[src/rtl/lcd_pkg.sv]
// lcd_pkg: shared definitions for the HD44780 4-bit interface engines.
//   - Request command encodings (CMD_*).
//   - Default bus timing constants in clk cycles at 100 MHz, shared with
//     the write sequencer.
//   - Read engine state enum.
package lcd_pkg;

    localparam logic [1:0] CMD_STATUS = 2'b00;
    localparam logic [1:0] CMD_DATA   = 2'b01;
    localparam logic [1:0] CMD_WAIT   = 2'b10;

    localparam int LCD_T_AS      = 8;   // RS/RW setup before E rise
    localparam int LCD_T_PW      = 48;  // E high time
    localparam int LCD_T_H       = 4;   // hold after E fall
    localparam int LCD_T_REC     = 52;  // extra E low between nibbles
    localparam int LCD_MAX_POLLS = 255;

    typedef enum logic [2:0] {
        ST_IDLE,
        ST_SETUP,
        ST_PULSE,
        ST_HOLD,
        ST_RECOVER,
        ST_RESP
    } rd_state_t;

endpackage

[src/rtl/lcd_sync4.sv]
// lcd_sync4: 4-bit two-flop synchronizer for the asynchronous LCD data pins.
//   clk, rst_n : clock, asynchronous active-low reset (clears both stages)
//   d_in       : asynchronous input
//   d_out      : input resynchronized to clk, two cycles of latency
module lcd_sync4 (
    input  logic       clk,
    input  logic       rst_n,
    input  logic [3:0] d_in,
    output logic [3:0] d_out
);

    logic [3:0] meta_q, meta_d;
    logic [3:0] sync_q, sync_d;

    always_comb begin
        meta_d = d_in;
        sync_d = meta_q;
    end

    always_ff @(posedge clk or negedge rst_n) begin
        if (!rst_n) begin
            meta_q <= 4'h0;
            sync_q <= 4'h0;
        end else begin
            meta_q <= meta_d;
            sync_q <= sync_d;
        end
    end

    assign d_out = sync_q;

endmodule

[src/rtl/lcd_reader.sv]
// lcd_reader: read-side engine for an HD44780 LCD in 4-bit mode.
// Performs two nibble read cycles per access (high nibble first) and returns
// the reassembled byte. Wait mode repeats status reads until BF clears or
// MAX_POLLS reads have been made.
//   clk, rst_n     : 100 MHz clock, asynchronous active-low reset
//   req_valid/cmd  : request (00 status, 01 data, 10 wait-not-busy, 11 = 00)
//   req_ready      : high while IDLE
//   rsp_valid      : one-cycle completion pulse, no backpressure
//   rsp_data       : byte read ({BF, AC} for status), held until next response
//   rsp_timeout    : with rsp_valid, wait mode ended with BF still set
//   lcd_d_in       : D7..D4 pins (asynchronous)
//   lcd_e/rs/rw    : registered LCD control pins
module lcd_reader
    import lcd_pkg::*;
#(
    parameter int T_AS      = LCD_T_AS,
    parameter int T_PW      = LCD_T_PW,
    parameter int T_H       = LCD_T_H,
    parameter int T_REC     = LCD_T_REC,
    parameter int MAX_POLLS = LCD_MAX_POLLS
) (
    input  logic       clk,
    input  logic       rst_n,
    input  logic       req_valid,
    input  logic [1:0] req_cmd,
    output logic       req_ready,
    output logic       rsp_valid,
    output logic [7:0] rsp_data,
    output logic       rsp_timeout,
    input  logic [3:0] lcd_d_in,
    output logic       lcd_e,
    output logic       lcd_rs,
    output logic       lcd_rw
);

    localparam int CNT_MAX = (T_AS > T_PW) ?
                             ((T_AS > T_H) ? ((T_AS > T_REC) ? T_AS : T_REC)
                                           : ((T_H > T_REC) ? T_H : T_REC)) :
                             ((T_PW > T_H) ? ((T_PW > T_REC) ? T_PW : T_REC)
                                           : ((T_H > T_REC) ? T_H : T_REC));
    localparam int CNT_W  = $clog2(CNT_MAX + 1);
    localparam int POLL_W = $clog2(MAX_POLLS + 1);

    rd_state_t          state_q, state_d;
    logic [CNT_W-1:0]   cnt_q, cnt_d;
    logic [POLL_W-1:0]  poll_q, poll_d;
    logic               nib_q, nib_d;
    logic               wait_q, wait_d;
    logic               rs_q, rs_d;
    logic               rw_q, rw_d;
    logic               e_q, e_d;
    logic [7:0]         byte_q, byte_d;
    logic               rsp_valid_q, rsp_valid_d;
    logic [7:0]         rsp_data_q, rsp_data_d;
    logic               rsp_timeout_q, rsp_timeout_d;
    logic [3:0]         d_sync;

    lcd_sync4 u_sync (
        .clk   (clk),
        .rst_n (rst_n),
        .d_in  (lcd_d_in),
        .d_out (d_sync)
    );

    // Pin values are computed for the next state so that lcd_e/rs/rw come
    // straight from flops and line up with the state they belong to.
    always_comb begin
        state_d       = state_q;
        cnt_d         = cnt_q;
        poll_d        = poll_q;
        nib_d         = nib_q;
        wait_d        = wait_q;
        rs_d          = rs_q;
        rw_d          = rw_q;
        e_d           = 1'b0;
        byte_d        = byte_q;
        rsp_valid_d   = 1'b0;
        rsp_data_d    = rsp_data_q;
        rsp_timeout_d = 1'b0;

        case (state_q)
            ST_IDLE: begin
                if (req_valid) begin
                    wait_d  = (req_cmd == CMD_WAIT);
                    rs_d    = (req_cmd == CMD_DATA);
                    rw_d    = 1'b1;
                    poll_d  = '0;
                    nib_d   = 1'b0;
                    cnt_d   = '0;
                    state_d = ST_SETUP;
                end
            end
            ST_SETUP: begin
                if (cnt_q == CNT_W'(T_AS - 1)) begin
                    cnt_d   = '0;
                    e_d     = 1'b1;
                    state_d = ST_PULSE;
                end else begin
                    cnt_d = cnt_q + CNT_W'(1);
                end
            end
            ST_PULSE: begin
                if (cnt_q == CNT_W'(T_PW - 1)) begin
                    // Last E-high cycle: data has long settled through the sync.
                    if (nib_q) byte_d[3:0] = d_sync;
                    else       byte_d[7:4] = d_sync;
                    cnt_d   = '0;
                    state_d = ST_HOLD;
                end else begin
                    cnt_d = cnt_q + CNT_W'(1);
                    e_d   = 1'b1;
                end
            end
            ST_HOLD: begin
                if (cnt_q == CNT_W'(T_H - 1)) begin
                    cnt_d = '0;
                    if (!nib_q) begin
                        state_d = ST_RECOVER;
                    end else if (!wait_q ||
                                 !byte_q[7] ||
                                 (poll_q + POLL_W'(1)) == POLL_W'(MAX_POLLS)) begin
                        poll_d        = poll_q + POLL_W'(1);
                        state_d       = ST_RESP;
                        rsp_valid_d   = 1'b1;
                        rsp_data_d    = byte_q;
                        rsp_timeout_d = wait_q & byte_q[7];
                    end else begin
                        // Another poll: nib stays 1 here and the RECOVER
                        // toggle brings it back to the high nibble.
                        poll_d  = poll_q + POLL_W'(1);
                        state_d = ST_RECOVER;
                    end
                end else begin
                    cnt_d = cnt_q + CNT_W'(1);
                end
            end
            ST_RECOVER: begin
                if (cnt_q == CNT_W'(T_REC - 1)) begin
                    cnt_d   = '0;
                    nib_d   = ~nib_q;
                    e_d     = 1'b1;
                    state_d = ST_PULSE;
                end else begin
                    cnt_d = cnt_q + CNT_W'(1);
                end
            end
            ST_RESP: begin
                rs_d    = 1'b0;
                rw_d    = 1'b0;
                state_d = ST_IDLE;
            end
            default: begin
                rs_d    = 1'b0;
                rw_d    = 1'b0;
                state_d = ST_IDLE;
            end
        endcase
    end

    always_ff @(posedge clk or negedge rst_n) begin
        if (!rst_n) begin
            state_q       <= ST_IDLE;
            cnt_q         <= '0;
            poll_q        <= '0;
            nib_q         <= 1'b0;
            wait_q        <= 1'b0;
            rs_q          <= 1'b0;
            rw_q          <= 1'b0;
            e_q           <= 1'b0;
            byte_q        <= 8'h00;
            rsp_valid_q   <= 1'b0;
            rsp_data_q    <= 8'h00;
            rsp_timeout_q <= 1'b0;
        end else begin
            state_q       <= state_d;
            cnt_q         <= cnt_d;
            poll_q        <= poll_d;
            nib_q         <= nib_d;
            wait_q        <= wait_d;
            rs_q          <= rs_d;
            rw_q          <= rw_d;
            e_q           <= e_d;
            byte_q        <= byte_d;
            rsp_valid_q   <= rsp_valid_d;
            rsp_data_q    <= rsp_data_d;
            rsp_timeout_q <= rsp_timeout_d;
        end
    end

    assign req_ready   = (state_q == ST_IDLE);
    assign rsp_valid   = rsp_valid_q;
    assign rsp_data    = rsp_data_q;
    assign rsp_timeout = rsp_timeout_q;
    assign lcd_e       = e_q;
    assign lcd_rs      = rs_q;
    assign lcd_rw      = rw_q;

endmodule

[config.mk]
export PLATFORM = sky130hd
export DESIGN_NAME = lcd_reader
export DESIGN_NICKNAME = d
export VERILOG_FILES = /design/src/rtl/lcd_pkg.sv /design/src/rtl/lcd_sync4.sv /design/src/rtl/lcd_reader.sv
export SDC_FILE = /design/constraint.sdc
export NUM_CORES = 1
export LEC_CHECK = 0
export CORE_ASPECT_RATIO = 0.8
export CORE_MARGIN = 2
export CORE_UTILIZATION = 42
export DETAILED_ROUTE_END_ITERATION = 12
export HOLD_SLACK_MARGIN = 0.05
export SETUP_SLACK_MARGIN = 0.2
export SYNTH_ARGS = -nofsm -noshare
export SYNTH_HDL_FRONTEND = slang
export SYNTH_SLANG_ARGS = --single-unit
export TNS_END_PERCENT = 100
[constraint.sdc]
create_clock -name clk -period 2.9 [get_ports clk]
set_input_delay 0.58 -clock clk [delete_from_list [all_inputs] [get_ports clk]]
set_output_delay 0.58 -clock clk [all_outputs]
set_load 0.01 [all_outputs]
==> results of run 1 <==
## cells in the final DEF (no fill, tap or decap), types with 3 or more instances in the layout
cell	instances
a21o_1	3
a21oi_1	21
and3_2	6
buf_4	6
bufinv_16	3
clkbuf_8	5
clkdlybuf4s50_1	21
dfrtp_1	48
ha_1	3
inv_1	3
mux2_1	4
mux2_2	5
mux2i_1	3
nand2_1	23
nand2b_1	9
nand3_1	13
nand3b_1	3
nand4_1	8
nor2_1	12
nor2b_1	6
nor3_1	5
o211ai_2	7
o21ai_0	17
o31ai_1	4
or3_1	3
## kinds of logic (layout without fill, tap and decap cells)
kind of cell | Yosys count | after routing | share of synthesized area [%]
AND/OR/NAND/NOR | 110 | 110 | 24.7
AO/OA/AOI/OAI | 70 | 70 | 18.4
flip-flops | 48 | 48 | 45.6
buffers and inverters | 19 | 39 | 4.56
multiplexers | 12 | 12 | 4.99
adder cells (fa/ha/maj) | 3 | 3 | 1.43
XOR/XNOR | 1 | 1 | 0.333
## power breakdown
part / internal (mW) / total [mW] / leakage, nW / switching (mW)
Clock: 0.431 / 0.669 / 0.0784 / 0.238
Sequential: 0.675 / 0.679 / 0.593 / 0.00305
Combinational: 0.0129 / 0.0312 / 0.643 / 0.0183
## routing by layer
layer	vias up	track usage, %	part of all wire, %
met2	45	25.1	43
met5	-	0	0
met1	1011	26.2	51
li1	1006	-	-
met4	0	6.47	1.4
met3	8	3.90	4.3
## worst max-delay path: stages (launching register included)
cell             delay (ps)
dfrtp_1                 530
or2_2                   380
nor2_1                  130
clkdlybuf4s50_1         560
## flip-flops by register name, indices dropped and copies added, names as in the netlist
signal,cells
byte_q,8
cnt_q,6
lcd_e,1
lcd_rs,1
lcd_rw,1
nib_q,1
poll_q,8
rsp_data,8
rsp_timeout,1
rsp_valid,1
state_q,3
u_sync.d_out,4
u_sync.meta_q,4
wait_q,1
## metrics by stage
step	cell area [um^2]	std cells	total power, mW	util (%)	hold WS, ps
floorplan	2630	263	0.696	-	284
global placement	2890	356	0.725	48.3	333
detailed placement	2890	356	0.725	48.3	336
CTS	3050	364	1.39	51.0	357
global route	3050	364	1.42	51.0	364
finish	3050	364	1.38	51.0	345
## area by class of cell
class | instances | area (um^2)
multi-input combinational | 196 | 1310
tap | 81 | 101
clock buffer | 5 | 68.8
timing repair buffer | 28 | 260
inverter | 3 | 11.3
clock inverter | 3 | 90.1
fill | 564 | 2930
sequential | 48 | 1200
## worst max-delay path by stage
stage / end / slack [ps] / cells past startpoint
3_5_place_dp: rsp_data[2] / 520 / 6
5_1_grt: req_ready / 310 / 3
4_1_cts: req_ready / 400 / 3
3_3_place_gp: rsp_data[0] / 580 / 6
2_1_floorplan: rsp_data[0] / 700 / 7
6_report: req_ready / 410 / 3
==> run metrics, run 1 <==
ys async rst share=100%; core area=5970 um^2; maxcap violations=0; setup violators final=0; Worst VDD drop=approximately 0.27 mV; hold_buf cts=0; Die X=92.5 um; GP Congestion=0.822; skew final=8.55 ps; DR vias/cell=about 5.7; final slew viol count=0; reg-to-reg startpoint=poll_q[0]; # port buffers=22; Max Freq=0.402 GHz; crit path DAT=between 1500 and 2000 ps; Total Routed Length=5460 um; Seq/Total Area, Yosys=45.6%; PwrDens=453 nW/um^2; H-tree lvl count=2; wire length per cell=15.0 um; initial antenna violation count=0; count leader, synth=dfrtp_1; Clock Tree Root=clkbuf_8; DRT Pass-1 Iters=4; Synth area leaders=dfrtp_1 (46%), a21oi_1 (4.0%), o211ai_2 (3.3%), nand2_1 (3.3%), o21ai_0 (3.2%); starting density of the core=between 40% and 50%; fin crit share=85.7%; area leader, netlist=dfrtp_1; top_reg_cell synth=dfrtp_1; Synth Cell Area=2630 um^2; All-Layer GR Usage=between 10% and 20%; post-DP HPWL=3730 um; DRC violations left=0; vias in the first global route=slightly below 2000; critical path data required time=2320 ps; slew margin rel.=58.7%; Fin. Hold Viols=0; CTS tree=yes; reg-to-reg endpoint=rsp_data[1]; Setup Fix Bufs, Post-CTS=0; post-detailed-route count of antenna-violating nets=0; Tmin final=2490 ps; WS Path Type=reg2out; cell count after synthesis=263; area delta synth->final=15.6%; nets=~290; outcome=finished, final reports clean; die height=between 70 and 80 um; post-cts sizing count=0; Commonest cells post-synth=dfrtp_1 (48), nand2_1 (23), a21oi_1 (21), o21ai_0 (17), nand3_1 (13); Skew-Pair Late Insertion Delay=310 ps; Mean Syn Cell Area=between 10 and 15 um^2; TritonCTS buffer count=5; clk buf depth=2; Worst-Margin Slew=619 ps; post-synth cell types=57; worst setup margin=about 410 ps; Post-Syn Nets=275; post-synthesis register bit count=48; DIE AREA=6920 um^2; Synth warnings=0; Place WS=524 ps; share of cells above drive strength 1=approximately 16%; CP Max Fanout=13; antenna cell count=0; num ports=23; reg2reg setup slack=520 ps; Site Rows=25; Critical Path Sink Type=output pin; worst hold path class=in2async; number of clock sinks=48; setup TNS=0 ps; first-pass GRT wire length=approximately 9500 um; Post-synth EDFFs=0; Worst Setup SP=state_q[0]; Pleak=roughly 1.3 nW; clk slew on worst S/H paths=90 ps; unrepaired setup endpoints after global routing=false; share of the synthesized area in the top cell type=45.6%; Overflow after GRT=0; CP startpoint kind=register; Worst Reg-to-Reg Cells=6; Vias=2070; DRT iter0 DRCs=145; largest net degree at the start of global routing=49
(Power assumes the default switching activity.)
==> run 2: changes to the inputs <==
--- a/config.mk
+++ b/config.mk
@@ -10,6 +10,8 @@
 export CORE_UTILIZATION = 42
 export DETAILED_ROUTE_END_ITERATION = 12
 export HOLD_SLACK_MARGIN = 0.05
+export MAX_ROUTING_LAYER = met4
+export PLACE_DENSITY = 0.6
 export SETUP_SLACK_MARGIN = 0.2
 export SYNTH_ARGS = -nofsm -noshare
 export SYNTH_HDL_FRONTEND = slang
==> run metrics, run 2 (same netlist as run 1, synthesis figures left out) <==
outcome=finished, final reports clean; Total Routed Length=5490 um; largest net degree at the start of global routing=about 50; CP startpoint kind=register; vias in the first global route=1922; share of cells above drive strength 1=15.9%; DRC violations left=0; DIE AREA=6920 um^2; Setup Fix Bufs, Post-CTS=0; post-DP HPWL=3730 um; Post-DP Area=2890 um^2; worst-path cell chain=or2_2 -> nor2_1 -> clkdlybuf4s50_1; Pleak=1.31 nW; slew margin rel.=58.4%; num ports=23; DRT Pass-1 Iters=4; Vias=2046; Crit-path slowest cell=clkdlybuf4s50_1; All-Layer GR Usage=18.1%; antenna cell count=0; most common cell after layout, fill and taps aside=dfrtp_1; Site Rows=25; Skew-Pair Late Insertion Delay=310 ps; Overflow after GRT=0; # port buffers=22; worst hold path class=in2async; area delta synth->final=15.6%; skew final=9.51 ps; DR vias/cell=5.62; GP Congestion=0.834; fillers=564; DRT iter0 DRCs=148; wire length per cell=15.1 um; unrepaired setup endpoints after global routing=false; critical path data required time=2320 ps; H-tree lvl count=2; clk buf depth=2; TritonCTS buffer count=5; Critical Path Sink Type=output pin; fin area=3050 um^2; Worst VDD drop=0.266 mV; post-cts sizing count=0; initial antenna violation count=0; hold_buf cts=0; Crit path max-delay family=buffers and inverters; most frequent cells in the layout=dfrtp_1 (48), nand2_1 (23), a21oi_1 (21), clkdlybuf4s50_1 (21), o21ai_0 (17); Buf+Inv Stages, Crit Path=1; maxcap violations=0; first-pass GRT wire length=9480 um; post-detailed-route count of antenna-violating nets=0; setup violators final=0; crit path DAT=roughly 1900 ps; CP Max Fanout=13; Worst-Margin Slew=624 ps; Fin. Hold Viols=0; number of clock sinks=48; nets=294; final slew viol count=0; Die X=92.5 um; Tmin final=between 2000 and 2500 ps; clk slew on worst S/H paths=90 ps; Clock Tree Root=clkbuf_8; setup TNS=0 ps; starting density of the core=44.1%; PwrDens=453 nW/um^2; Max Freq=0.403 GHz; WS Path Type=reg2out; core area=5970 um^2; fin crit share=85.6%; die height=74.8 um; Slowest Stage Delay on Critical Path=~560 ps; CTS tree=yes
[run 2: report_power, final]
| part | total (mW) | internal (mW) | switching (mW) |
|---|---|---|---|
| logic | 0.0314 | 0.0129 | 0.0185 |
| registers | 0.679 | 0.675 | 0.00307 |
| clock network | 0.668 | 0.431 | 0.237 |
| total | 1.38 | 1.12 | 0.259 |
[run 2: layer usage]
| layer | GRT usage, % | up-vias | wire length [um] |
|---|---|---|---|
| li1 | - | 1005 | - |
| met1 | 26.3 | 994 | 2880 |
| met2 | 25.0 | 39 | 2300 |
| met3 | 3.90 | 8 | 234 |
| met4 | 6.47 | 0 | 78 |
| met5 | - | - | 0 |
[run 2: final timing paths]
| path | cells after the start | slack, ps | start | endpoint |
|---|---|---|---|---|
| hold reg to reg | 0 | 350 | u_sync.meta_q[2] | u_sync.d_out[2] |
| setup / recovery | 3 | 420 | state_q[0] | req_ready |
| hold / removal | 2 | 350 | rst_n | poll_q[2] |
| setup reg to reg | 6 | 520 | poll_q[0] | rsp_data[1] |
| max in group asynchronous | 2 | 2110 | rst_n | cnt_q[4] |
| min in group clk | 0 | 350 | u_sync.meta_q[2] | u_sync.d_out[2] |
[run 2: cell type report]
class	count	area [um^2]	share of cell area, %
Timing Repair Buffer	28	260	8.55
Multi-Input combinational cell	196	1310	43.1
Sequential cell	48	1200	39.4
Inverter	3	11.3	0.370
Tap cell	81	101	3.33
Clock inverter	3	90.1	2.96
Clock buffer	5	68.8	2.26
[run 2: metrics by stage]
step / hold slack [ps] / power, mW / setup slack (ps) / instances / util (%)
detailed placement: 336 / 0.725 / 524 / 356 / 48.3
CTS: 357 / 1.39 / 396 / 364 / 51.0
finish: 349 / 1.38 / 418 / 364 / 51.0
floorplan: 284 / 0.696 / 696 / 263 / -
global placement: 333 / 0.725 / 576 / 356 / 48.3
global route: 364 / 1.42 / 311 / 364 / 51.0
==> run 3: changes to the inputs <==
--- a/config.mk
+++ b/config.mk
@@ -8,9 +8,9 @@
 export CORE_ASPECT_RATIO = 0.8
 export CORE_MARGIN = 2
 export CORE_UTILIZATION = 42
+export CTS_CLUSTER_SIZE = 40
 export DETAILED_ROUTE_END_ITERATION = 12
 export HOLD_SLACK_MARGIN = 0.05
-export MAX_ROUTING_LAYER = met4
 export PLACE_DENSITY = 0.6
 export SETUP_SLACK_MARGIN = 0.2
 export SYNTH_ARGS = -nofsm -noshare
==> results of run 3 <==
No change in the layout: final DEF, timing and power equal those of run 1.
